<file path="config.mk">
export PLATFORM = sky130hd
export DESIGN_NAME = rob_queue
export DESIGN_NICKNAME = d
export VERILOG_FILES = /design/src/rtl/rob_queue_pkg.sv /design/src/rtl/rob_slot.sv /design/src/rtl/rob_queue.sv
export SDC_FILE = /design/constraint.sdc
export NUM_CORES = 2
export LEC_CHECK = 0
export ABC_AREA = 1
export BUFFER_PORTS_ARGS = -buffer_cell sky130_fd_sc_hd__buf_4
export CORE_AREA = 4 4 360 451
export CTS_CLUSTER_DIAMETER = 100
export DETAILED_ROUTE_END_ITERATION = 8
export DIE_AREA = 0 0 364 455
export GPL_TIMING_DRIVEN = 1
export SYNTH_ARGS = -nofsm -noshare
export SYNTH_HDL_FRONTEND = slang
export SYNTH_SLANG_ARGS = --single-unit
</file>
<file path="constraint.sdc">
create_clock -name clock -period 5.5 [get_ports clock]
set_input_delay 0.275 -clock clock [delete_from_list [all_inputs] [get_ports clock]]
set_output_delay 0.275 -clock clock [all_outputs]
set_load 0.02 [all_outputs]
</file>
<file path="src/rtl/rob_queue_pkg.sv">
// Shared backend definitions for the reorder buffer: default field widths,
// the ROB index width helper and the per-entry status flags.
package rob_queue_pkg;
  localparam int DEPTH_DEF  = 16;
  localparam int PC_W_DEF   = 64;
  localparam int LREG_W_DEF = 5;
  localparam int PREG_W_DEF = 6;

  // ROB index carries one extra wrap bit above the slot index
  function automatic int robidx_w(input int depth);
    return $clog2(depth) + 1;
  endfunction

  localparam int ROBIDX_W = robidx_w(DEPTH_DEF);

  typedef struct packed {
    logic valid;
    logic complete;
    logic skip;
  } rob_flags_t;
endpackage

</file>
<file path="src/rtl/rob_slot.sv">
// One reorder-buffer entry: opaque payload plus valid/complete/skip flags.
// Flush beats enqueue, enqueue beats commit-clear, commit-clear beats writeback.
module rob_slot
  import rob_queue_pkg::*;
#(
  parameter int PL_W = 8
) (
  input  logic            clock,
  input  logic            reset_n,
  input  logic            enq_en,
  input  logic [PL_W-1:0] enq_payload,
  input  logic            wb_set,
  input  logic            wb_skip,
  input  logic            commit_clr,
  input  logic            flush,
  output rob_flags_t      flags,
  output logic [PL_W-1:0] payload
);
  rob_flags_t      flags_q, flags_d;
  logic [PL_W-1:0] payload_q, payload_d;

  always_comb begin
    flags_d   = flags_q;
    payload_d = payload_q;
    if (flush) begin
      flags_d.valid    = 1'b0;
      flags_d.complete = 1'b0;
    end else if (enq_en) begin
      flags_d   = '{valid: 1'b1, complete: 1'b0, skip: 1'b0};
      payload_d = enq_payload;
    end else if (commit_clr) begin
      flags_d.valid    = 1'b0;
      flags_d.complete = 1'b0;
    end else if (wb_set) begin
      flags_d.complete = 1'b1;
      flags_d.skip     = wb_skip;
    end
  end

  always_ff @(posedge clock or negedge reset_n) begin
    if (!reset_n) begin
      flags_q   <= '0;
      payload_q <= '0;
    end else begin
      flags_q   <= flags_d;
      payload_q <= payload_d;
    end
  end

  assign flags   = flags_q;
  assign payload = payload_q;
endmodule

</file>
<file path="src/rtl/rob_queue.sv">
// Reorder buffer: circular queue of rob_slot entries, multi-port writeback,
// in-order commit of up to two entries per cycle, flush to empty.
module rob_queue
  import rob_queue_pkg::*;
#(
  parameter  int DEPTH    = DEPTH_DEF,
  parameter  int WB_PORTS = 2,
  parameter  int PC_W     = PC_W_DEF,
  parameter  int LREG_W   = LREG_W_DEF,
  parameter  int PREG_W   = PREG_W_DEF,
  localparam int IW       = robidx_w(DEPTH)
) (
  input  logic                     clock,
  input  logic                     reset_n,
  input  logic                     enq_valid,
  output logic                     enq_ready,
  input  logic [PC_W-1:0]          enq_pc,
  input  logic [31:0]              enq_instr,
  input  logic [LREG_W-1:0]        enq_lrd,
  input  logic [PREG_W-1:0]        enq_prd,
  input  logic [PREG_W-1:0]        enq_old_prd,
  input  logic                     enq_need_to_wb,
  output logic [IW-1:0]            enq_robidx,
  input  logic [WB_PORTS-1:0]      wb_valid,
  input  logic [WB_PORTS*IW-1:0]   wb_robidx,
  input  logic [WB_PORTS-1:0]      wb_skip,
  output logic [1:0]               commit_valid,
  output logic [1:0][PC_W-1:0]     commit_pc,
  output logic [1:0][LREG_W-1:0]   commit_lrd,
  output logic [1:0][PREG_W-1:0]   commit_prd,
  output logic [1:0][PREG_W-1:0]   commit_old_prd,
  output logic [1:0]               commit_need_to_wb,
  output logic [1:0]               commit_skip,
  input  logic                     flush_vld,
  output logic                     rob_empty
);
  localparam int AW     = IW - 1;
  localparam int LRD_O  = PC_W + 32;
  localparam int PRD_O  = LRD_O + LREG_W;
  localparam int OPRD_O = PRD_O + PREG_W;
  localparam int PL_W   = OPRD_O + PREG_W + 1;

  logic [IW-1:0]              head_q, head_d, tail_q, tail_d;
  rob_flags_t [DEPTH-1:0]     flags;
  logic [DEPTH-1:0][PL_W-1:0] slot_pl;
  logic [PL_W-1:0]            enq_pl;
  logic [1:0][AW-1:0]         hsel;
  logic [1:0][PL_W-1:0]       cpl;
  logic                       full, enq_fire;
  logic                       unused_instr;
  logic [WB_PORTS-1:0]        unused_wb_wrap;

  // full/empty come only from registered pointers
  assign full       = (head_q[AW-1:0] == tail_q[AW-1:0]) && (head_q[AW] != tail_q[AW]);
  assign enq_ready  = ~full;
  assign rob_empty  = (head_q == tail_q);
  assign enq_robidx = tail_q;
  assign enq_fire   = enq_valid & ~full & ~flush_vld;
  assign enq_pl     = {enq_need_to_wb, enq_old_prd, enq_prd, enq_lrd, enq_instr, enq_pc};

  assign hsel[0] = head_q[AW-1:0];
  assign hsel[1] = head_q[AW-1:0] + AW'(1);
  assign commit_valid[0] = ~flush_vld & flags[hsel[0]].valid & flags[hsel[0]].complete;
  assign commit_valid[1] = commit_valid[0] & flags[hsel[1]].valid & flags[hsel[1]].complete;

  always_comb begin
    head_d = head_q + IW'(commit_valid[0]) + IW'(commit_valid[1]);
    tail_d = tail_q + IW'(enq_fire);
    if (flush_vld) begin
      head_d = '0;
      tail_d = '0;
    end
  end

  always_ff @(posedge clock or negedge reset_n) begin
    if (!reset_n) begin
      head_q <= '0;
      tail_q <= '0;
    end else begin
      head_q <= head_d;
      tail_q <= tail_d;
    end
  end

  for (genvar s = 0; s < DEPTH; s++) begin : g_slot
    logic hit, hit_skip;

    // concurrent hits on one entry merge by OR
    always_comb begin
      hit      = 1'b0;
      hit_skip = 1'b0;
      for (int p = 0; p < WB_PORTS; p++) begin
        if (wb_valid[p] && wb_robidx[p*IW +: AW] == AW'(s)) begin
          hit      = 1'b1;
          hit_skip = hit_skip | wb_skip[p];
        end
      end
    end

    rob_slot #(.PL_W(PL_W)) u_slot (
      .clock       (clock),
      .reset_n     (reset_n),
      .enq_en      (enq_fire && tail_q[AW-1:0] == AW'(s)),
      .enq_payload (enq_pl),
      .wb_set      (hit & flags[s].valid),
      .wb_skip     (hit_skip),
      .commit_clr  ((commit_valid[0] && hsel[0] == AW'(s)) ||
                    (commit_valid[1] && hsel[1] == AW'(s))),
      .flush       (flush_vld),
      .flags       (flags[s]),
      .payload     (slot_pl[s])
    );
  end

  for (genvar k = 0; k < 2; k++) begin : g_commit
    assign cpl[k]               = slot_pl[hsel[k]];
    assign commit_pc[k]         = cpl[k][0 +: PC_W];
    assign commit_lrd[k]        = cpl[k][LRD_O +: LREG_W];
    assign commit_prd[k]        = cpl[k][PRD_O +: PREG_W];
    assign commit_old_prd[k]    = cpl[k][OPRD_O +: PREG_W];
    assign commit_need_to_wb[k] = cpl[k][PL_W-1];
    assign commit_skip[k]       = flags[hsel[k]].skip;
  end

  // instruction word is held per entry but no commit port carries it
  assign unused_instr = ^{cpl[0][PC_W +: 32], cpl[1][PC_W +: 32]};
  for (genvar p = 0; p < WB_PORTS; p++) begin : g_wrap
    assign unused_wb_wrap[p] = wb_robidx[p*IW + AW];
  end
endmodule

</file>
==> tab_implementation.tex <==
\begin{tabular}{lr}
\hline
Metric & Value \\
\hline
\multicolumn{2}{l}{\textbf{Run status}} \\
\quad Status & finished, final reports clean \\
\multicolumn{2}{l}{\textbf{Floorplan}} \\
\quad Initial standard-cell utilization of the core & 0.469 \\
\quad Horiz. Die Dim & 364 um \\
\quad Io pins & 307 \\
\quad Std-Cell Rows & 163 \\
\quad Area inside the core boundary & 158000 um2 \\
\quad Die ar. & 166000 um2 \\
\quad Die span in y & 455 um \\
\multicolumn{2}{l}{\textbf{Logic synthesis}} \\
\quad Mean instance size in the synthesized netlist & 7.33 um2 \\
\quad Post-Synthesis Cell Area & 73900 um2 \\
\quad Library cell occupying the most area in the post-synthesis netlist & dfrtp\_1 \\
\quad Ranking of synthesized cells by area & dfrtp\_1 46\%, o21ai\_0 21\%, nand2\_1 9.6\%, a21oi\_1 6.8\%, nor2\_1 4.9\% \\
\quad Number of synthesized flops with an enable pin & 0 \\
\quad Synthesized netlist net count & 10224 \\
\quad Most frequently used flop master after synthesis & dfrtp\_1 \\
\quad Fraction of registers with async set or reset after synthesis & 1.00 \\
\quad Count of yosys warnings during synthesis & 0 \\
\quad Portion of synthesized cell area occupied by the leading cell type & 0.464 \\
\quad Fraction of the yosys area taken by sequential cells & 0.464 \\
\quad Number of register bits inferred by synthesis & 1370 \\
\quad Post-Syn Instances & 10083 \\
\quad Number of different library cells in the post-synthesis netlist & 41 \\
\multicolumn{2}{l}{\textbf{Setup path}} \\
\quad Startpoint-to-endpoint class of the critical path & flip-flop to output pin \\
\quad Worst path most repeated cell & buf\_4 \\
\quad CP delay by family, top & buffers and inverters \\
\quad Nature of the critical path startpoint & flip-flop \\
\quad Critical Path Slowest Stage Cell & buf\_4 \\
\quad CP bufs+invs & 4 \\
\quad Worst path required time & 5220 ps \\
\quad Arrival time worst endpoint & 4880 ps \\
\quad CP Cell Sequence & clkinv\_16 -> buf\_4 -> buf\_4 -> o21ai\_0 -> a21oi\_1 -> a21oi\_1 -> nand2\_1 -> buf\_4 \\
\quad Largest incremental delay on the critical path & 960 ps \\
\quad Critical-path maximum fanout & 189 \\
\quad Capturing element type of the critical path & output pin \\
\multicolumn{2}{l}{\textbf{Clock network}} \\
\quad Total clock buffers created by CTS & 151 \\
\quad Depth of the CTS H-tree & 4 \\
\quad Longest Clk Path Bufs & 3 \\
\quad Clock Sink Count & 1370 \\
\quad Post\_cts resized & 0 \\
\quad CTS tree & yes \\
\quad CTS root buffer & clkbuf\_16 \\
\quad Clock slew at the register clock pins of the worst setup and hold paths & 60 ps \\
\quad Insertion delay to the later sink of the worst-skew pair & 810 ps \\
\multicolumn{2}{l}{\textbf{Timing}} \\
\quad Final hold vios & 0 \\
\quad Number of max-slew violations in the final report & 0 \\
\quad RSZ-0062 raised after global routing & false \\
\quad Actual slew at the worst max-slew pin & 1140 ps \\
\quad Min Clock Period, post-route & 5160 ps \\
\quad Remaining max-slew budget at the tightest pin & 0.239 \\
\quad Sum Neg Setup Slack & 0 ps \\
\quad Final cycle utilization of the critical path & 0.938 \\
\quad Count of endpoints failing setup in the final report & 0 \\
\quad Final setup skew & 23.1 ps \\
\quad Highest attainable clock frequency & 194 MHz \\
\quad Post-Route Hold Slack & 39.0 ps \\
\multicolumn{2}{l}{\textbf{Global routing}} \\
\quad Total grt overflow & 0 \\
\quad Largest net degree at the start of global routing & 212 \\
\quad Vias in the first global route & 65525 \\
\quad Gr usage total & 0.300 \\
\quad Antenna violations before repair & 5 \\
\quad Global-route wire length before repair & 390000 um \\
\multicolumn{2}{l}{\textbf{Power and ir drop}} \\
\quad Worst VDD drop & 0.281 mV \\
\quad Power per Cell Area & 304 nW/um2 \\
\quad Leakage power of the design & 35.6 nW \\
\multicolumn{2}{l}{\textbf{Cells and area}} \\
\quad Final cell utilization of the core & 0.521 \\
\quad Proportion of layout cells with a drive suffix above 1 & 0.0699 \\
\quad Area overhead of the layout relative to synthesis & 11.1\% \\
\quad Commonest cells after routing, fill and taps aside & 3046 x o21ai\_0, 1891 x nand2\_1, 1368 x dfrtp\_1 \\
\quad Net total in the final layout & 9924 \\
\quad Most common library cell in the layout ignoring fill and taps & o21ai\_0 \\
\multicolumn{2}{l}{\textbf{Routing}} \\
\quad Routed vias & 69818 \\
\quad Routed vias/inst & 5.83 \\
\quad Routed WL & 252000 um \\
\quad Routed Antenna Nets & 0 \\
\quad Violation count after the first detailed-routing iteration & 7452 \\
\quad First-pass detailed-route iteration total & 6 \\
\quad Number of remaining DRC errors & 0 \\
\quad Routed len/inst & 21.0 um \\
\multicolumn{2}{l}{\textbf{Place}} \\
\quad IO Port Bufs & 272 \\
\quad Final weighted congestion in routability-driven placement & 0.851 \\
\quad Post-DP HPWL & 137000 um \\
\multicolumn{2}{l}{\textbf{Flow run}} \\
\quad Number of max-cap violations & 0 \\
\multicolumn{2}{l}{\textbf{Worst hold path}} \\
\quad Type of the worst min-delay path & input port to flip-flop \\
\hline
\end{tabular}
## power by group
group / switching [W] / leakage (nW) / total [W] / internal [W]
combinational: 0.00203 / 14.2 / 0.00314 / 0.00111
sequential: 0.000326 / 18.8 / 0.0109 / 0.0106
clock: 0.00436 / 2.61 / 0.0109 / 0.00652
total: 0.00671 / 35.6 / 0.0249 / 0.0182
## layer usage
layer  share of wire  global-route usage  vias up
met5         0.00011                   0        -
met4           0.041               0.121        4
met3           0.065              0.0382      501
met2            0.47               0.490     2679
met1            0.43               0.407    33492
li1                -                   -    33142
## synthesized netlist by cell type (2+ instances only)
cell type,instances
nor2_1,962
nand2_4,9
or4_1,34
a22oi_1,19
nand4_1,103
nor3_1,7
clkbuf_1,450
nand2_1,1899
o21ai_1,58
nand2_2,4
a21oi_1,1004
o21ai_0,3046
a22o_1,16
inv_1,514
dfrtp_1,1370
nand4_2,9
buf_6,24
o31ai_1,2
or2_1,2
xor2_1,3
buf_4,19
buf_1,55
nor2_4,4
o211ai_1,8
buf_2,356
inv_2,5
ha_1,8
or3_1,2
nand3_1,78
clkinv_1,2
## cell type report
cell class	instances	area [um2]
clock buffers	224	4620
diodes	2	5.00
clock inverters	49	701
multi-input cells	7284	33700
well taps	2062	2580
inverters	522	2000
repair buffers	454	4180
fillers	15442	75600
flip-flops and latches	1370	34300
## repair_timing
item,CTS,global route
endpoints found under the hold margin,995,0
hold buffers,64,0
buffers inserted,0,0
## worst min-delay path: stages
cell and delay (ps):
buf_4 120, inv_1 210, o21ai_0 210
## registers in the layout, indices dropped and copies added, names as in the netlist
name,flops
g_slot.u_slot.payload,1312
g_slot.u_slot.flags,48
enq_robidx,5
head_q,5
## stage by stage
stage / total power (W) / instances / setup WS [ps] / cell area [um2]
detailed placement: 0.0142 / 11628 / 1260 / 76100
finish: 0.0249 / 11967 / 343 / 82100
global route: 0.0260 / 11966 / 62.7 / 82100
CTS: 0.0252 / 11965 / 376 / 82100
global placement: 0.0142 / 11628 / 1260 / 76100
floorplan: 0.0128 / 10083 / 1570 / 73900
## worst paths after layout
| check | start | end | slack [ps] | cells past startpoint |
|---|---|---|---|---|
| setup / recovery | head_q[0]$_DFF_PN0_ | commit_pc[107] | 340 | 8 |
| hold / removal | enq_pc[14] | g_slot[13].u_slot.payload[14]$_DFFE_PN0P_ | 40 | 3 |
| setup reg to reg | head_q[0]$_DFF_PN0_ | head_q[4]$_DFF_PN0_ | 1310 | 16 |
| hold reg to reg | g_slot[12].u_slot.flags[0]$_DFFE_PN0P_ | g_slot[12].u_slot.flags[0]$_DFFE_PN0P_ | 480 | 2 |
| max in group asynchronous | reset_n | g_slot[4].u_slot.payload[100]$_DFFE_PN0P_ | 3840 | 3 |
| min in group asynchronous | reset_n | g_slot[12].u_slot.flags[0]$_DFFE_PN0P_ | 90 | 2 |
## cells by family after synthesis
| group | synth area share |
|---|---|
| AO/OA/AOI/OAI | 0.283 |
| AND/OR/NAND/NOR | 0.168 |
| XOR/XNOR | 0.000695 |
| adder cells (fa/ha/maj) | 0.00163 |
| buffers and inverters | 0.0825 |
| flip-flops | 0.464 |
Power figures use the tool's default switching activity.
